`src/rtl/mpu_pkg.sv`:
```
// Shared types and constants for the MPU6050 sample scheduler.
// Holds the sequencer state encoding, frame geometry and word slot indices.
// Imported by mpu_sched and its sub-modules.
package mpu_pkg;

    typedef enum logic [2:0] {
        PWRUP     = 3'd0,
        INIT      = 3'd1,
        INIT_WAIT = 3'd2,
        IDLE      = 3'd3,
        RD        = 3'd4,
        RD_WAIT   = 3'd5
    } state_e;

    localparam int NUM_WORDS = 7;
    localparam int WORD_W    = 16;
    localparam int FRAME_W   = NUM_WORDS * WORD_W;   // 112

    // Slot order inside the frame, ax in the least significant word.
    localparam logic [2:0] IDX_AX   = 3'd0;
    localparam logic [2:0] IDX_AY   = 3'd1;
    localparam logic [2:0] IDX_AZ   = 3'd2;
    localparam logic [2:0] IDX_TEMP = 3'd3;
    localparam logic [2:0] IDX_GX   = 3'd4;
    localparam logic [2:0] IDX_GY   = 3'd5;
    localparam logic [2:0] IDX_GZ   = 3'd6;

    // Index 7 does not name a slot and is dropped on capture.
    function automatic logic idx_ok(input logic [2:0] idx);
        return idx <= IDX_GZ;
    endfunction

endpackage

```
`src/rtl/mpu_tick_gen.sv`:
```
// Free-running sample divider: counts 0..DIV-1 and flags the wrap cycle.
// Ports: clk, rst (sync, active-high) in; tick_o out, high for the one cycle the count is DIV-1.
// Latency: tick_o is a decode of the registered count; no backpressure, never stalls.
module mpu_tick_gen #(
    parameter int unsigned DIV = 100000
) (
    input  logic clk,
    input  logic rst,
    output logic tick_o
);

    localparam int CW = (DIV > 1) ? $clog2(DIV) : 1;

    logic [CW-1:0] cnt_q;

    always_ff @(posedge clk) begin
        if (rst) begin
            cnt_q <= '0;
        end else if (cnt_q == CW'(DIV - 1)) begin
            cnt_q <= '0;
        end else begin
            cnt_q <= cnt_q + 1'b1;
        end
    end

    assign tick_o = (cnt_q == CW'(DIV - 1));

endmodule

```
`src/rtl/mpu_sched.sv`:
```
// Top-level sequencer for mpu_mid: power-up wait, one init, then periodic read bursts
// assembled into a 7-word frame. frame_vld follows the burst-ending mid_done by 1 clk.
// No backpressure: ticks arriving while a burst is in flight are dropped and counted.
// Ports: clk/rst (sync active-high); enable gates new bursts; init_start/read_start pulse
// mpu_mid; mid_done/mid_word_vld/mid_idx/mid_word return data; frame/frame_vld, ready,
// overrun_cnt, err report status. Optional watchdog: define MPU_SCHED_WDOG_EN (adds TMO_CYC).
module mpu_sched
    import mpu_pkg::*;
#(
    parameter int unsigned CLK_HZ    = 100000000,
    parameter int unsigned SAMPLE_HZ = 1000,
    parameter int unsigned PWRUP_CYC = 10000000
`ifdef MPU_SCHED_WDOG_EN
    ,
    parameter int unsigned TMO_CYC   = 2000000
`endif
) (
    input  logic                clk,
    input  logic                rst,
    input  logic                enable,
    output logic                init_start,
    output logic                read_start,
    input  logic                mid_done,
    input  logic                mid_word_vld,
    input  logic [2:0]          mid_idx,
    input  logic [15:0]         mid_word,
    output logic [FRAME_W-1:0]  frame,
    output logic                frame_vld,
    output logic                ready,
    output logic [7:0]          overrun_cnt,
    output logic                err
);

    localparam int unsigned SAMPLE_DIV = CLK_HZ / SAMPLE_HZ;

    logic tick;

    mpu_tick_gen #(.DIV(SAMPLE_DIV)) u_tick (
        .clk    (clk),
        .rst    (rst),
        .tick_o (tick)
    );

    state_e                 state_q;
    logic [31:0]            pwr_cnt_q;
    logic [NUM_WORDS-1:0]   mask_q, mask_d;
    logic [FRAME_W-1:0]     shadow_q, shadow_d;
    logic [FRAME_W-1:0]     frame_q;
    logic                   init_start_q, read_start_q, frame_vld_q, ready_q, err_q;
    logic [7:0]             overrun_q;
    logic                   busy_tick;

    // Merge this cycle's word into the shadow so a word arriving together with
    // mid_done still takes part in the completeness check and the frame copy.
    always_comb begin
        shadow_d = shadow_q;
        mask_d   = mask_q;
        if (state_q == RD_WAIT && mid_word_vld && idx_ok(mid_idx)) begin
            shadow_d[{mid_idx, 4'b0000} +: WORD_W] = mid_word;
            mask_d[mid_idx]                        = 1'b1;
        end
    end

    // Only a burst in flight makes a tick an overrun; power-up and init are not sampling yet.
    assign busy_tick = tick && (state_q == RD || state_q == RD_WAIT);

`ifdef MPU_SCHED_WDOG_EN
    logic [31:0] wdog_q;
    logic        in_wait;
    assign in_wait = (state_q == INIT_WAIT || state_q == RD_WAIT);
`endif

    always_ff @(posedge clk) begin
        if (rst) begin
            state_q      <= PWRUP;
            pwr_cnt_q    <= '0;
            mask_q       <= '0;
            shadow_q     <= '0;
            frame_q      <= '0;
            init_start_q <= 1'b0;
            read_start_q <= 1'b0;
            frame_vld_q  <= 1'b0;
            ready_q      <= 1'b0;
            err_q        <= 1'b0;
            overrun_q    <= '0;
`ifdef MPU_SCHED_WDOG_EN
            wdog_q       <= '0;
`endif
        end else begin
            init_start_q <= 1'b0;
            read_start_q <= 1'b0;
            frame_vld_q  <= 1'b0;

            if (busy_tick && overrun_q != 8'hFF) begin
                overrun_q <= overrun_q + 8'd1;
            end

            // Start pulses are raised on the transition so they are high exactly
            // during the one-cycle INIT / RD states.
            case (state_q)
                PWRUP: begin
                    if (pwr_cnt_q == 32'(PWRUP_CYC - 1)) begin
                        pwr_cnt_q    <= '0;
                        state_q      <= INIT;
                        init_start_q <= 1'b1;
                    end else begin
                        pwr_cnt_q <= pwr_cnt_q + 32'd1;
                    end
                end
                INIT: state_q <= INIT_WAIT;
                INIT_WAIT: begin
                    if (mid_done) begin
                        ready_q <= 1'b1;
                        state_q <= IDLE;
                    end
                end
                IDLE: begin
                    if (tick && enable) begin
                        state_q      <= RD;
                        read_start_q <= 1'b1;
                    end
                end
                RD: begin
                    mask_q  <= '0;
                    state_q <= RD_WAIT;
                end
                RD_WAIT: begin
                    shadow_q <= shadow_d;
                    mask_q   <= mask_d;
                    if (mid_done) begin
                        state_q <= IDLE;
                        if (&mask_d) begin
                            frame_q     <= shadow_d;
                            frame_vld_q <= 1'b1;
                        end else begin
                            err_q <= 1'b1;
                        end
                    end
                end
                default: state_q <= PWRUP;
            endcase

`ifdef MPU_SCHED_WDOG_EN
            // Never wait-to-wait transitions, so clearing outside the wait
            // states restarts the count on every entry.
            if (in_wait) begin
                wdog_q <= wdog_q + 32'd1;
            end else begin
                wdog_q <= '0;
            end
            if (in_wait && !mid_done && wdog_q == 32'(TMO_CYC - 1)) begin
                err_q        <= 1'b1;
                ready_q      <= 1'b0;
                state_q      <= INIT;
                init_start_q <= 1'b1;
            end
`endif
        end
    end

    assign init_start  = init_start_q;
    assign read_start  = read_start_q;
    assign frame       = frame_q;
    assign frame_vld   = frame_vld_q;
    assign ready       = ready_q;
    assign overrun_cnt = overrun_q;
    assign err         = err_q;

endmodule

```
`config.mk`:
```
export PLATFORM = sky130hd
export DESIGN_NAME = mpu_sched
export DESIGN_NICKNAME = d
export VERILOG_FILES = /design/src/rtl/mpu_pkg.sv /design/src/rtl/mpu_tick_gen.sv /design/src/rtl/mpu_sched.sv
export SDC_FILE = /design/constraint.sdc
export NUM_CORES = 1
export LEC_CHECK = 0
export ABC_AREA = 0
export CORE_ASPECT_RATIO = 1.4
export CORE_MARGIN = 4
export CORE_UTILIZATION = 38
export CTS_CLUSTER_DIAMETER = 30
export DETAILED_ROUTE_END_ITERATION = 10
export HOLD_SLACK_MARGIN = 0.05
export PLACE_DENSITY = 0.7
export SLEW_MARGIN = 20
export SYNTH_ARGS = -nofsm -noshare
export SYNTH_HDL_FRONTEND = slang
export SYNTH_SLANG_ARGS = --single-unit
```
`constraint.sdc`:
```
create_clock -name clk -period 9.9 [get_ports clk]
set_input_delay 1.485 -clock clk [delete_from_list [all_inputs] [get_ports clk]]
set_output_delay 1.485 -clock clk [all_outputs]
set_load 0.05 [all_outputs]
```
* Word-level counts from Yosys, hierarchy flattened
Cells that the tools add are included. Widths: inputs -> output; s select.
Word-level totals: bits in registers 296, bits in latches 0, bits in writable memories 0, ROM bits 0, input port bits 24, output and inout bits 125, logic and storage cells 71, memories kept 0
Cells by class: add/subtract/negate cells 4, $mul 0, div/mod/pow operators 0, magnitude comparators 3, equality and inequality tests 11, shift operators 2, mux-type cells 14, bitwise logic cells 6, reduce and logical (&&, ||, !) cells 19
Operator list (count):
- $bwmux 112 | 1
- $mux 112 | 1
- $shift 16x9->112 const A | 1
- $shiftx 16x9->112 | 1
- $add 32x1->32 const B | 1
- $eq 32x24->1 const B | 1
- $mux 32 | 1
- $add 17x1->17 const B | 1
- $eq 17x17->1 const B | 1
- $pmux 3 s5 | 1
- $pmux 7 s2 | 1
- $mux 3 | 3
- $neg 7->9 | 1
- $reduce_and 9->1 | 1
- $add 8x1->8 const B | 1
- $ne 8x8->1 const B | 1
- $reduce_or 2->1 | 4
- $mux 7 | 1
- $or 7x7->7 | 1
- $reduce_and 7->1 | 1
- $eq 3x2->1 const B | 2
- $eq 3x3->1 const B | 2
- $logic_and 1x1->1 | 6
- $reduce_and 3->1 | 2
- 14 further kinds | 22

* Depth between registers and ports, before layout
Gate-level depths: netlist of run 1.
depth after elaboration 9, mapped depth 12, depth with buffers taken out 8

* Cells and area by module
Synthesis of run 1 repeated with hierarchy kept, for this count alone.
Second synthesis, totals: cell total of the unflattened synthesis 1236, area total of the unflattened synthesis 12449.4 sq um
By module, submodules not included:
- mpu_sched | instances 1, cells an instance 1148, area each 11652.4 sq um, sequential area each 5585.4 sq um
- mpu_tick_gen | instances 1, cells an instance 88, area each 797.0 sq um, sequential area each 340.3 sq um

* Least setup slack after synthesis of run 1
OpenSTA, ideal clock, no wires.
kind in2reg, start point input mid_idx[1], end point register frame_q[71], in the netlist frame[71], library setup time 0.121 ns, arrival 4.013 ns, data required time 9.779 ns, setup slack 5.766 ns, stages 12, path buffers 4, cell sequence buf_2 > inv_1 > ha_1 > ha_1 > buf_4 > or4b_1 > or4b_1 > buf_2 > buf_6 > mux2i_1 > nor2_1 > mux2_2
Between the ends: word-level cells in the longest chain between the ends 7, elaborated cells on any way between the ends 15
Ends and longest elaborated chain:
- start, declared | RTL line mpu_sched.sv:25 | input logic [2:0] mid_idx,
- branches (longest 7 deep; another with $neg 7->9)
- end signal, assigned | RTL line mpu_sched.sv:133 | frame_q <= shadow_d;
- end, declared | RTL line mpu_sched.sv:48 | logic [FRAME_W-1:0] frame_q;
Several ways; the timed one is not identified. A chain may end at the register's enable or synchronous reset.

* Worst setup path in the final report of run 1
start point input mid_idx[0], end point register frame_q[77], in the netlist frame[77]
Same word-level chain as after synthesis.

==> summary.md, run 1 <==
| Metric | Value |
|---|---|
| Status | `completed` |
| Cell Int Power | `0.00223 W` |
| Area after DPL | `13,700 um2` |
| Switching power | `0.000625 W` |
| Synth area leaders | `dfxtp_1 (49%), mux2_2 (8.6%), nor2b_1 (5.2%)` |
| Post-CTS Setup Bufs | `0` |
| Clock skew | `roughly 18 ps` |
| Design area | `15,200 um2` |
| CP startpoint kind | `input port` |
| First-pass GRT wire length | `about 48,000 um` |
| Fmax | `about 0.20 GHz` |
| Hpwl dp | `about 20,000 um` |
| CTS tree | `built` |
| DRC viols | `0` |
| Static leakage | `5.72 nW` |
| Area grow syn2layout | `26.9%` |
| TNS Setup | `0 ps` |
| Hold Fails Final Rpt | `0` |
| Number of flops mapped to enable cells by yosys | `0` |
| Arrival time at the worst endpoint | `around 5500 ps` |
| Share of cells above drive strength 1 | `~14%` |
| Avg Inst Size Synth | `roughly 9.7 um2` |
| Reg clk slew, reported paths | `~60 ps` |
| RD Place Congestion | `about 0.83` |
| RSZ-0062 raised after global routing | `no` |
| Met1 Wirelength | `12,300 um` |
| Top Ports | `~150` |
| Die span in y | `~220 um` |
| Register area share after synthesis | `roughly half` |
| Power per cell area | `188 nW/um2` |
| Max-slew violations | `0` |
| Crit Path Max Fanout | `17` |
| Hold buffers post-CTS | `0` |
| Vias after detailed routing | `9,202` |
| Worst Tran Pin Value | `1060 ps` |
| FF+latch count, synth | `296` |
| Switching Fraction | `21.9%` |
| Pin count of the biggest net entering global routing | `104` |
| CTS max path bufs | `3` |
| Std cell rows | `76` |
| Post-DR wirelength/cell | `between 15 and 20 um` |
| GR Overflow Total | `0` |
| CTS sink count | `a little under 300` |
| Seq pwr share | `41.9%` |
| Initial Util | `about two fifths` |
| Crit path capture type | `register` |
| Diode count | `0` |
| Total power | `0.00286 W` |
| Crit path required time | `10,320 ps` |
| 1st-iter DRT viols | `between 400 and 500` |
| Post-synth cell types | `between 50 and 60` |
| Hold WC Path Type | `reg -> reg` |
| Root buf cell | `clkbuf_16` |
| Chip width | `around 160 um` |
| Final Critical Period | `about 5000 ps` |
| Fin crit share | `51.0%` |
| Met2 Routed Length | `between 10,000 and 15,000 um` |
| Via density | `roughly 5.2` |
| Clk_lat worst skew | `about 530 ps` |
| WL final | `30,000 um` |
| Post-CTS sizing | `0` |
| Top routing layer used | `met4` |
| Clock network fraction of total power | `roughly 56%` |
| Vias in the first global route | `9,066` |
| Syn Std Cell Area | `around 12,000 um2` |
| Yosys top cell by area | `dfxtp_1` |
| Fill cell count | `2,842` |
| Ys flop type | `dfxtp_1` |
| Worst Setup Path Type | `in -> reg` |
| Combinational power share | `around 2.4%` |
| DRT antenna net count | `0` |
| Cts bufs inserted | `45` |
| H-tree levels | `2` |
| Ys async rst share | `0%` |
| Synth Net Count | `1,271` |
| Die area | `between 30,000 and 40,000 um2` |
| Maximum VDD drop | `0.161 mV` |
| Max-cap violations | `0` |
| Cell Count, Final, Fillers Out | `between 1,500 and 2,000` |
| Core ar. | `31,000 um2` |
| Post-Synthesis Cells | `roughly 1,200` |
| TritonRoute pass-1 iters | `5` |
| Synthesis Warnings | `0` |
| Slew headroom | `between 20% and 30%` |
| Placed cell count | `1,706` |
| Final net count | `roughly 1,400` |
| Port bufs | `roughly 150` |
| Met3 WL post-DR | `approximately 1900 um` |
| Initial antenna violation count | `0` |
| Top-area cell type share of the netlist area | `about half` |
| Final setup viols | `0` |
| GR Util All Layers | `17.1%` |
==> logic make-up after synthesis <==
group	share of synthesized area, %
adders and majority gates	0.939
muxes	13.2
and+or+nand+nor	22.7
xor gates and xnor gates	3.14
DFF	49.4
AOI/OAI and AO/OA	7.08
buffers and inverters	3.51
==> Yosys cell counts, drive strengths merged, types with 16 or more instances <==
cell / instances
dfxtp: 296
nor2: 113
nor2b: 99
mux2: 96
nand2: 90
a21oi: 78
nand3: 66
clkbuf: 52
mux2i: 50
buf: 30
xor2: 25
and2: 24
nand4: 22
nand2b: 20
xnor2: 18
o311ai: 16
o31ai: 16
==> registers in the layout (all words and copies together), names as in the netlist <==
register,flops
mask_q,7
shadow_q,112
u_tick.cnt_q,17
read_start,1
frame_vld,1
state_q,3
pwr_cnt_q,32
err,1
frame,112
ready,1
overrun_cnt,8
init_start,1
==> metrics by stage <==
step	setup WS, ps	util [%]	hold slack (ps)
floorplan	5770	-	418
global placement	4450	44.2	428
detailed placement	4330	44.2	447
CTS	4910	49.1	455
global route	4720	49.1	473
finish	4850	49.1	452
==> routing by layer <==
| layer | up-vias | global-route usage, % |
|---|---|---|
| met2 | 218 | 29.7 |
| met3 | 45 | 4.93 |
| li1 | 4556 | - |
| met5 | - | 0 |
| met4 | 0 | 5.80 |
| met1 | 4383 | 20.2 |
==> worst paths after layout <==
check,start,endpoint,slack [ps],depth (start not counted)
worst min-delay path,shadow_q[0]$_SDFFE_PP0P_,shadow_q[0]$_SDFFE_PP0P_,450,2
worst max-delay path,mid_idx[0],frame[77]$_SDFFE_PP0P_,4850,9
worst min register to register,shadow_q[0]$_SDFFE_PP0P_,shadow_q[0]$_SDFFE_PP0P_,450,2
worst max register to register,state_q[1]$_SDFFE_PP0P_,frame[50]$_SDFFE_PP0P_,6290,6
==> power groups by stage <==
| stage | registers [W] | logic [W] | clock network, W |
|---|---|---|---|
| 2_1_floorplan | 0.00122 | 0.0000373 | 0 |
| 3_3_place_gp | 0.00122 | 0.0000686 | 0 |
| 3_5_place_dp | 0.00122 | 0.0000692 | 0 |
| 4_1_cts | 0.00120 | 0.0000693 | 0.00162 |
| 5_1_grt | 0.00120 | 0.0000740 | 0.00167 |
| 6_report | 0.00120 | 0.0000695 | 0.00159 |
==> cell usage in the layout (no fill, tap or decap), drive strengths merged, types with 10 or more instances in the layout <==
cell           instances
o311ai                16
or3                   12
nand2b                20
clkdlybuf4s50        147
nand3                 66
nor4                  12
nand4                 22
buf                   13
o21ai                 12
xnor2                 18
nor2                 113
o31ai                 16
nor3                  10
mux2                  96
and2                  24
a21oi                 78
xor2                  25
inv                   18
dfxtp                296
clkinv                12
mux2i                 50
clkbuf                49
nor2b                 99
nand2                 90
==> area by class of cell <==
class,instances,area [um2],share of cell area (%)
clock buffer,49,1170,7.69
clock inverter,30,355,2.33
inverter,12,45.0,0.296
multi-input combinational,848,5660,37.2
sequential,296,5930,38.9
tap,390,488,3.21
timing repair buffer,160,1570,10.3
==> critical path, cell delays in order <==
cell and delay (ps):
clkdlybuf4s50_1 820, inv_1 260, ha_1 310, ha_1 470
or4b_1 450, or4b_1 950, mux2i_1 320, nor2_1 80
mux2_2 310
(Power assumes the default switching activity.)
==> run 2, diff against run 1 <==
==> constraint.sdc (replaced) <==
create_clock -name clk -period 4.95 [get_ports clk]
set_input_delay 0.7425 -clock clk [delete_from_list [all_inputs] [get_ports clk]]
set_output_delay 0.7425 -clock clk [all_outputs]
set_load 0.05 [all_outputs]
==> run 2 against run 1 <==
Effect of this change: die area did not move; clock skew fell by 4.1 ps; non-clock buffer count rose by 4; global-route usage rose by 0.072 points; utilization rose by 0.62 points; worst setup slack got worse by 3700 ps; sequential cell count did not move; clock power rose by 120%; largest cell class unchanged; hold slack got worse by 6.3 ps.
==> summary.md, run 2 (synthesis results as in run 1) <==
| Metric | Value |
|---|---|
| TritonRoute pass-1 iters | `5 (unchanged)` |
| Hold WC Path Type | `reg -> reg (unchanged)` |
| Fmax | `0.261 GHz` |
| Final Critical Period | `approximately 3800 ps` |
| Most frequent cells in the layout | `dfxtp_1 (296), clkdlybuf4s50_1 (147), nor2_1 (113) (unchanged)` |
| Port bufs | `148 (unchanged)` |
| Root buf cell | `clkbuf_16 (unchanged)` |
| 1st-iter DRT viols | `416 (was 433)` |
| WL final | `30,100 um (was 30,000 um)` |
| First-pass GRT wire length | `48,200 um (was 48,000 um)` |
| Crit Path Max Fanout | `16 (was 17)` |
| Std cell rows | `76 (unchanged)` |
| Maximum VDD drop | `0.289 mV (was 0.161 mV)` |
| Post-CTS sizing | `0 (unchanged)` |
| Pin count of the biggest net entering global routing | `99 (was 104)` |
| Pre-CTS setup slack | `549 ps (was 4330 ps)` |
| H-tree levels | `2 (unchanged)` |
| Register area | `5930 um2 (unchanged)` |
| GR Util All Layers | `17.2% (was 17.1%)` |
| Vias after detailed routing | `9,239 (was 9,202)` |
| Initial antenna violation count | `0 (unchanged)` |
| Hold buffers post-CTS | `0 (unchanged)` |
| Clock skew | `13.6 ps (was 17.7 ps)` |
| CTS max path bufs | `3 (unchanged)` |
| Top Ports | `149 (unchanged)` |
| Share of cells above drive strength 1 | `14.9% (was 14.1%)` |
| Chip width | `158 um (unchanged)` |
| Fin crit share | `between 70% and 80%` |
| Cts bufs inserted | `47 (was 45)` |
| Area grow syn2layout | `28.5% (was 26.9%)` |
| Delay-heaviest family, CP | `simple AND/OR/NAND/NOR gates (unchanged)` |
| Max-cap violations | `0 (unchanged)` |
| Hpwl dp | `20,200 um (was 20,000 um)` |
| Crit path capture type | `register (unchanged)` |
| Max-slew violations | `0 (unchanged)` |
| Initial Util | `38.7% (unchanged)` |
| CP startpoint kind | `input port (unchanged)` |
| CTS tree | `built (unchanged)` |
| Critical path's slowest cell | `or4b_1 (unchanged)` |
| GR Overflow Total | `0 (unchanged)` |
| DRC viols | `0 (unchanged)` |
| Die area | `34,500 um2 (unchanged)` |
| Final net count | `1,402 (was 1,396)` |
| Final setup viols | `0 (unchanged)` |
| Diode count | `0 (unchanged)` |
| DRT antenna net count | `0 (unchanged)` |
| Commonest non-fill, non-tap cell in the layout | `dfxtp_1 (unchanged)` |
| Final worst slack | `1120 ps (was 4850 ps)` |
| Multi-input gate area | `5660 um2 (unchanged)` |
| Post-CTS Setup Bufs | `0 (unchanged)` |
| Final core area utilization | `49.7% (was 49.1%)` |
| Vias in the first global route | `9,312 (was 9,066)` |
| CP cell instances | `clkdlybuf4s50_1 -> buf_4 -> inv_1 -> ha_1 -> ha_1 -> or4b_1 -> or4b_1 -> mux2i_1 -> nor2_1 -> mux2_1 (was clkdlybuf4s50_1 -> inv_1 -> ha_1 -> ha_1 -> or4b_1 -> or4b_1 -> mux2i_1 -> nor2_1 -> mux2_2)` |
| Worst Tran Pin Value | `945 ps (was 1060 ps)` |
| CTS sink count | `296 (unchanged)` |
| Hold Fails Final Rpt | `0 (unchanged)` |
| Slew headroom | `37.0% (was 29.1%)` |
| Arrival time at the worst endpoint | `4270 ps (was 5470 ps)` |
| Die span in y | `218 um (unchanged)` |
| Worst Setup Path Type | `in -> reg (unchanged)` |
| Clk_lat worst skew | `550 ps (was 530 ps)` |
| Crit path required time | `5390 ps (was 10,320 ps)` |
| CP max stage delay | `950 ps (about the same)` |
| Via density | `5.14 (was 5.16)` |
| Placed cell count | `1,710 (was 1,706)` |
| Worst Path Buf+Inv | `3 (was 2)` |
| TNS Setup | `0 ps (unchanged)` |
| Status | `completed (unchanged)` |
| Power per cell area | `388 nW/um2 (was 188 nW/um2)` |
| Fill cell count | `2,891 (was 2,842)` |
| Cell Count, Final, Fillers Out | `1,798 (was 1,785)` |
| RD Place Congestion | `0.822 (was 0.832)` |
| Core ar. | `31,000 um2 (unchanged)` |
| RSZ-0062 raised after global routing | `no (unchanged)` |
| Static leakage | `5.81 nW (was 5.72 nW)` |
| Post-DR wirelength/cell | `16.8 um (about the same)` |
| Reg clk slew, reported paths | `60 ps (about the same)` |
run 2: cell count changes in the layout (fill, tap and decap cells not counted), sizes merged:
cell      change
clkinvlp      -1
clkbuf        +2
bufinv        +1
clkinv        -1
inv           +8
buf           +4
run 2: power breakdown:
part | total (W) | switching, W | internal (W)
clock network | 0.00345 | 0.00125 | 0.00221
logic | 0.000139 | 0.000100 | 0.0000389
registers | 0.00239 | 0.00000462 | 0.00239
run 2: final timing paths:
path,startpoint,end,slack (ps),depth (start not counted)
max,mid_idx[1],frame[69]$_SDFFE_PP0P_,1120,10
min,err$_SDFFE_PP0P_,err$_SDFFE_PP0P_,450,2
max reg2reg,state_q[1]$_SDFFE_PP0P_,frame[47]$_SDFFE_PP0P_,1590,6
min reg2reg,err$_SDFFE_PP0P_,err$_SDFFE_PP0P_,450,2
run 2: worst min-delay path: stages (launching register included):
cell	delay, ps
dfxtp_1	300
inv_1	50
a21oi_1	50
run 2: stage by stage:
step | hold WS (ps) | instance area [um2] | power (W)
floorplan | 418 | 12000 | 0.00252
finish | 445 | 15400 | 0.00599
detailed placement | 441 | 13700 | 0.00258
global route | 468 | 15400 | 0.00617
CTS | 448 | 15400 | 0.00604
global placement | 427 | 13700 | 0.00258
run 2: final cells by class:
cell class                      instances  area share [%]
Sequential cell                       296            38.4
Multi-Input combinational cell        848            36.7
Timing Repair Buffer                  164            10.4
Clock buffer                           51            7.99
Tap cell                              390            3.17
Clock inverter                         37            2.96
Inverter                               12           0.292
run 2: layer usage:
metal	wire (um)	track usage, %	share of wire [%]	vias to the layer above
met4	1270	7.71	4.2	0
met1	12500	20.8	42	4374
met2	14600	28.6	48	227
li1	-	-	-	4564
met5	0	0	0	-
met3	1800	4.58	6.0	74
==> run 3, diff against run 2 <==
==> constraint.sdc (replaced) <==
create_clock -name clk -period 3.81 [get_ports clk]
set_input_delay 0.5715 -clock clk [delete_from_list [all_inputs] [get_ports clk]]
set_output_delay 0.5715 -clock clk [all_outputs]
set_load 0.05 [all_outputs]
==> run 3 against run 2 <==
Effect of this change: design area hardly changed; via count is 0.25% lower; final cell count hardly changed; hold slack worse by 27 ps; global-route usage hardly changed; combinational power is 35% higher; clock power is 26% higher; clock skew is 11 ps higher; critical path depth stayed put; highest routed layer unchanged.
==> summary.md, run 3 (synthesis results as in run 1) <==
| Metric | Value |
|---|---|
| Initial Util | `38.7% (unchanged)` |
| Worst Setup Path Type | `in -> reg (unchanged)` |
| Via density | `5.12 (was 5.14)` |
| Final Critical Period | `a little over 3000 ps` |
| Switching Fraction | `21.0% (was 22.6%)` |
| Status | `completed (unchanged)` |
| Power per cell area | `496 nW/um2 (was 388 nW/um2)` |
| Hold buffers post-CTS | `0 (unchanged)` |
| Initial antenna violation count | `0 (unchanged)` |
| Hold Fails Final Rpt | `0 (unchanged)` |
| Die area | `34,500 um2 (unchanged)` |
| CP startpoint kind | `input port (unchanged)` |
| Vias in the first global route | `9,189 (was 9,312)` |
| Final worst slack | `764 ps (was 1120 ps)` |
| Clock skew | `24.2 ps (was 13.6 ps)` |
| Slew headroom | `42.9% (was 37.0%)` |
| Std cell rows | `76 (unchanged)` |
| Clock network fraction of total power | `56.8% (was 57.7%)` |
| Post-CTS Setup Bufs | `0 (unchanged)` |
| Port bufs | `148 (unchanged)` |
| Post-CTS sizing | `0 (unchanged)` |
| Top Ports | `149 (unchanged)` |
| Fin crit share | `79.9%` |
| Post-DR wirelength/cell | `16.7 um (was 16.8 um)` |
| Vias after detailed routing | `9,216 (was 9,239)` |
| Crit path required time | `4230 ps (was 5390 ps)` |
| Root buf cell | `clkbuf_16 (unchanged)` |
| TNS Setup | `0 ps (unchanged)` |
| Hold Path Depth | `2 (unchanged)` |
| Hpwl dp | `20,100 um (was 20,200 um)` |
| CTS tree | `built (unchanged)` |
| Commonest non-fill, non-tap cell in the layout | `dfxtp_1 (unchanged)` |
| Static leakage | `5.82 nW (was 5.81 nW)` |
| Cell Int Power | `0.00603 W (was 0.00464 W)` |
| Max-cap violations | `0 (unchanged)` |
| Combinational power share | `2.4% (was 2.3%)` |
| Worst Tran Pin Value | `856 ps (was 945 ps)` |
| Final net count | `1,409 (was 1,402)` |
| Fmax | `around 0.33 GHz` |
| Reg clk slew, reported paths | `60 ps (about the same)` |
| Worst Reg2Reg Path Length in Cells | `6 (unchanged)` |
| CTS max path bufs | `3 (unchanged)` |
| RSZ-0062 raised after global routing | `no (unchanged)` |
| Switching power | `0.00161 W (was 0.00135 W)` |
| Crit path capture type | `register (unchanged)` |
| RD Place Congestion | `0.808 (was 0.822)` |
| Seq pwr share | `40.7% (was 40.0%)` |
| Cts bufs inserted | `46 (was 47)` |
| Hold Startpoint | `rst (was err$_SDFFE_PP0P_)` |
| Maximum VDD drop | `0.425 mV (was 0.289 mV)` |
| Area grow syn2layout | `28.6% (was 28.5%)` |
| Final setup viols | `0 (unchanged)` |
| GR Overflow Total | `0 (unchanged)` |
| Core ar. | `31,000 um2 (unchanged)` |
| Most frequent cells in the layout | `dfxtp_1 (296), clkdlybuf4s50_1 (147), nor2_1 (113) (unchanged)` |
| Worst r2r dst | `frame[53]$_SDFFE_PP0P_ (was frame[47]$_SDFFE_PP0P_)` |
| Pre-CTS setup slack | `249 ps (was 549 ps)` |
| Share of cells above drive strength 1 | `14.5% (was 14.9%)` |
| Crit Path Max Fanout | `16 (unchanged)` |
| R2r startpoint | `state_q[1]$_SDFFE_PP0P_ (unchanged)` |
| CTS sink count | `296 (unchanged)` |
| H-tree levels | `2 (unchanged)` |
| Arrival time at the worst endpoint | `3460 ps (was 4270 ps)` |
| Hold WC Path Type | `in -> reg (was reg -> reg)` |
| Max-slew violations | `0 (unchanged)` |
| Diode count | `0 (unchanged)` |
| 1st-iter DRT viols | `438 (was 416)` |
| TritonRoute pass-1 iters | `5 (unchanged)` |
| DRC viols | `0 (unchanged)` |
| DRT antenna net count | `0 (unchanged)` |
| WL final | `30,100 um (about the same)` |
| Pin count of the biggest net entering global routing | `96 (was 99)` |
| First-pass GRT wire length | `48,400 um (was 48,200 um)` |
| Clk_lat worst skew | `540 ps (was 550 ps)` |
| Die span in y | `218 um (unchanged)` |
| Register-to-register setup slack | `930 ps (was 1590 ps)` |
| Hold Path Sink | `shadow_q[80]$_SDFFE_PP0P_ (was err$_SDFFE_PP0P_)` |
| GR Util All Layers | `17.2% (about the same)` |
| Chip width | `158 um (unchanged)` |
==> run 3: layout make-up <==
cell class | instances | area (um2)
clock buffer | 58 | 1290
multi-input combinational | 848 | 5660
timing repair buffer | 172 | 1680
sequential | 296 | 5930
inverter | 12 | 45.0
tap | 390 | 488
fill | 2875 | 15600
clock inverter | 23 | 330
==> run 3: stage by stage <==
stage	utilization (%)	cells	hold WS (ps)	instance area, um2	power [W]
final	49.7	1799	418	15400	0.00764
after global placement	44.5	1718	428	13800	0.00336
after global routing	49.7	1799	405	15400	0.00789
after floorplan	-	1238	418	12000	0.00327
after CTS	49.7	1799	387	15400	0.00772
after detailed placement	44.5	1718	444	13800	0.00336
==> run 3: worst max path at each step <==
stage	from	to	cells past startpoint
floorplan	mid_idx[1]	frame[71]$_SDFFE_PP0P_	12
detailed placement	mid_idx[0]	frame[67]$_SDFFE_PP0P_	10
CTS	mid_idx[0]	frame[68]$_SDFFE_PP0P_	10
global route	mid_idx[1]	frame[68]$_SDFFE_PP0P_	10
global placement	mid_idx[1]	frame[68]$_SDFFE_PP0P_	10
finish	mid_idx[0]	frame[67]$_SDFFE_PP0P_	10
==> run 3: power groups by stage <==
stage / registers (W) / logic [W] / clock network (W)
after floorplan: 0.00317 / 0.0000970 / 0
after detailed placement: 0.00317 / 0.000187 / 0
after CTS: 0.00311 / 0.000188 / 0.00442
after global placement: 0.00317 / 0.000185 / 0
final: 0.00311 / 0.000187 / 0.00434
after global routing: 0.00311 / 0.000201 / 0.00458
==> run 3: worst max-delay path, cell delays in order <==
cell and delay, ps:
clkdlybuf4s50_1 510, inv_1 70, ha_1 220, ha_1 250, or4b_1 520, or4b_1 520, buf_4 240, mux2i_1 180
nor2_1 70, mux2_1 300
==> run 3: layer usage <==
metal | vias up | share of wire (%) | track usage, % | wire length, um
met5 | - | 0 | 0 | 0
met3 | 52 | 5.5 | 4.50 | 1670
li1 | 4556 | - | - | -
met4 | 0 | 3.0 | 6.00 | 913
met1 | 4397 | 41 | 20.6 | 12500
met2 | 211 | 50 | 29.6 | 15100
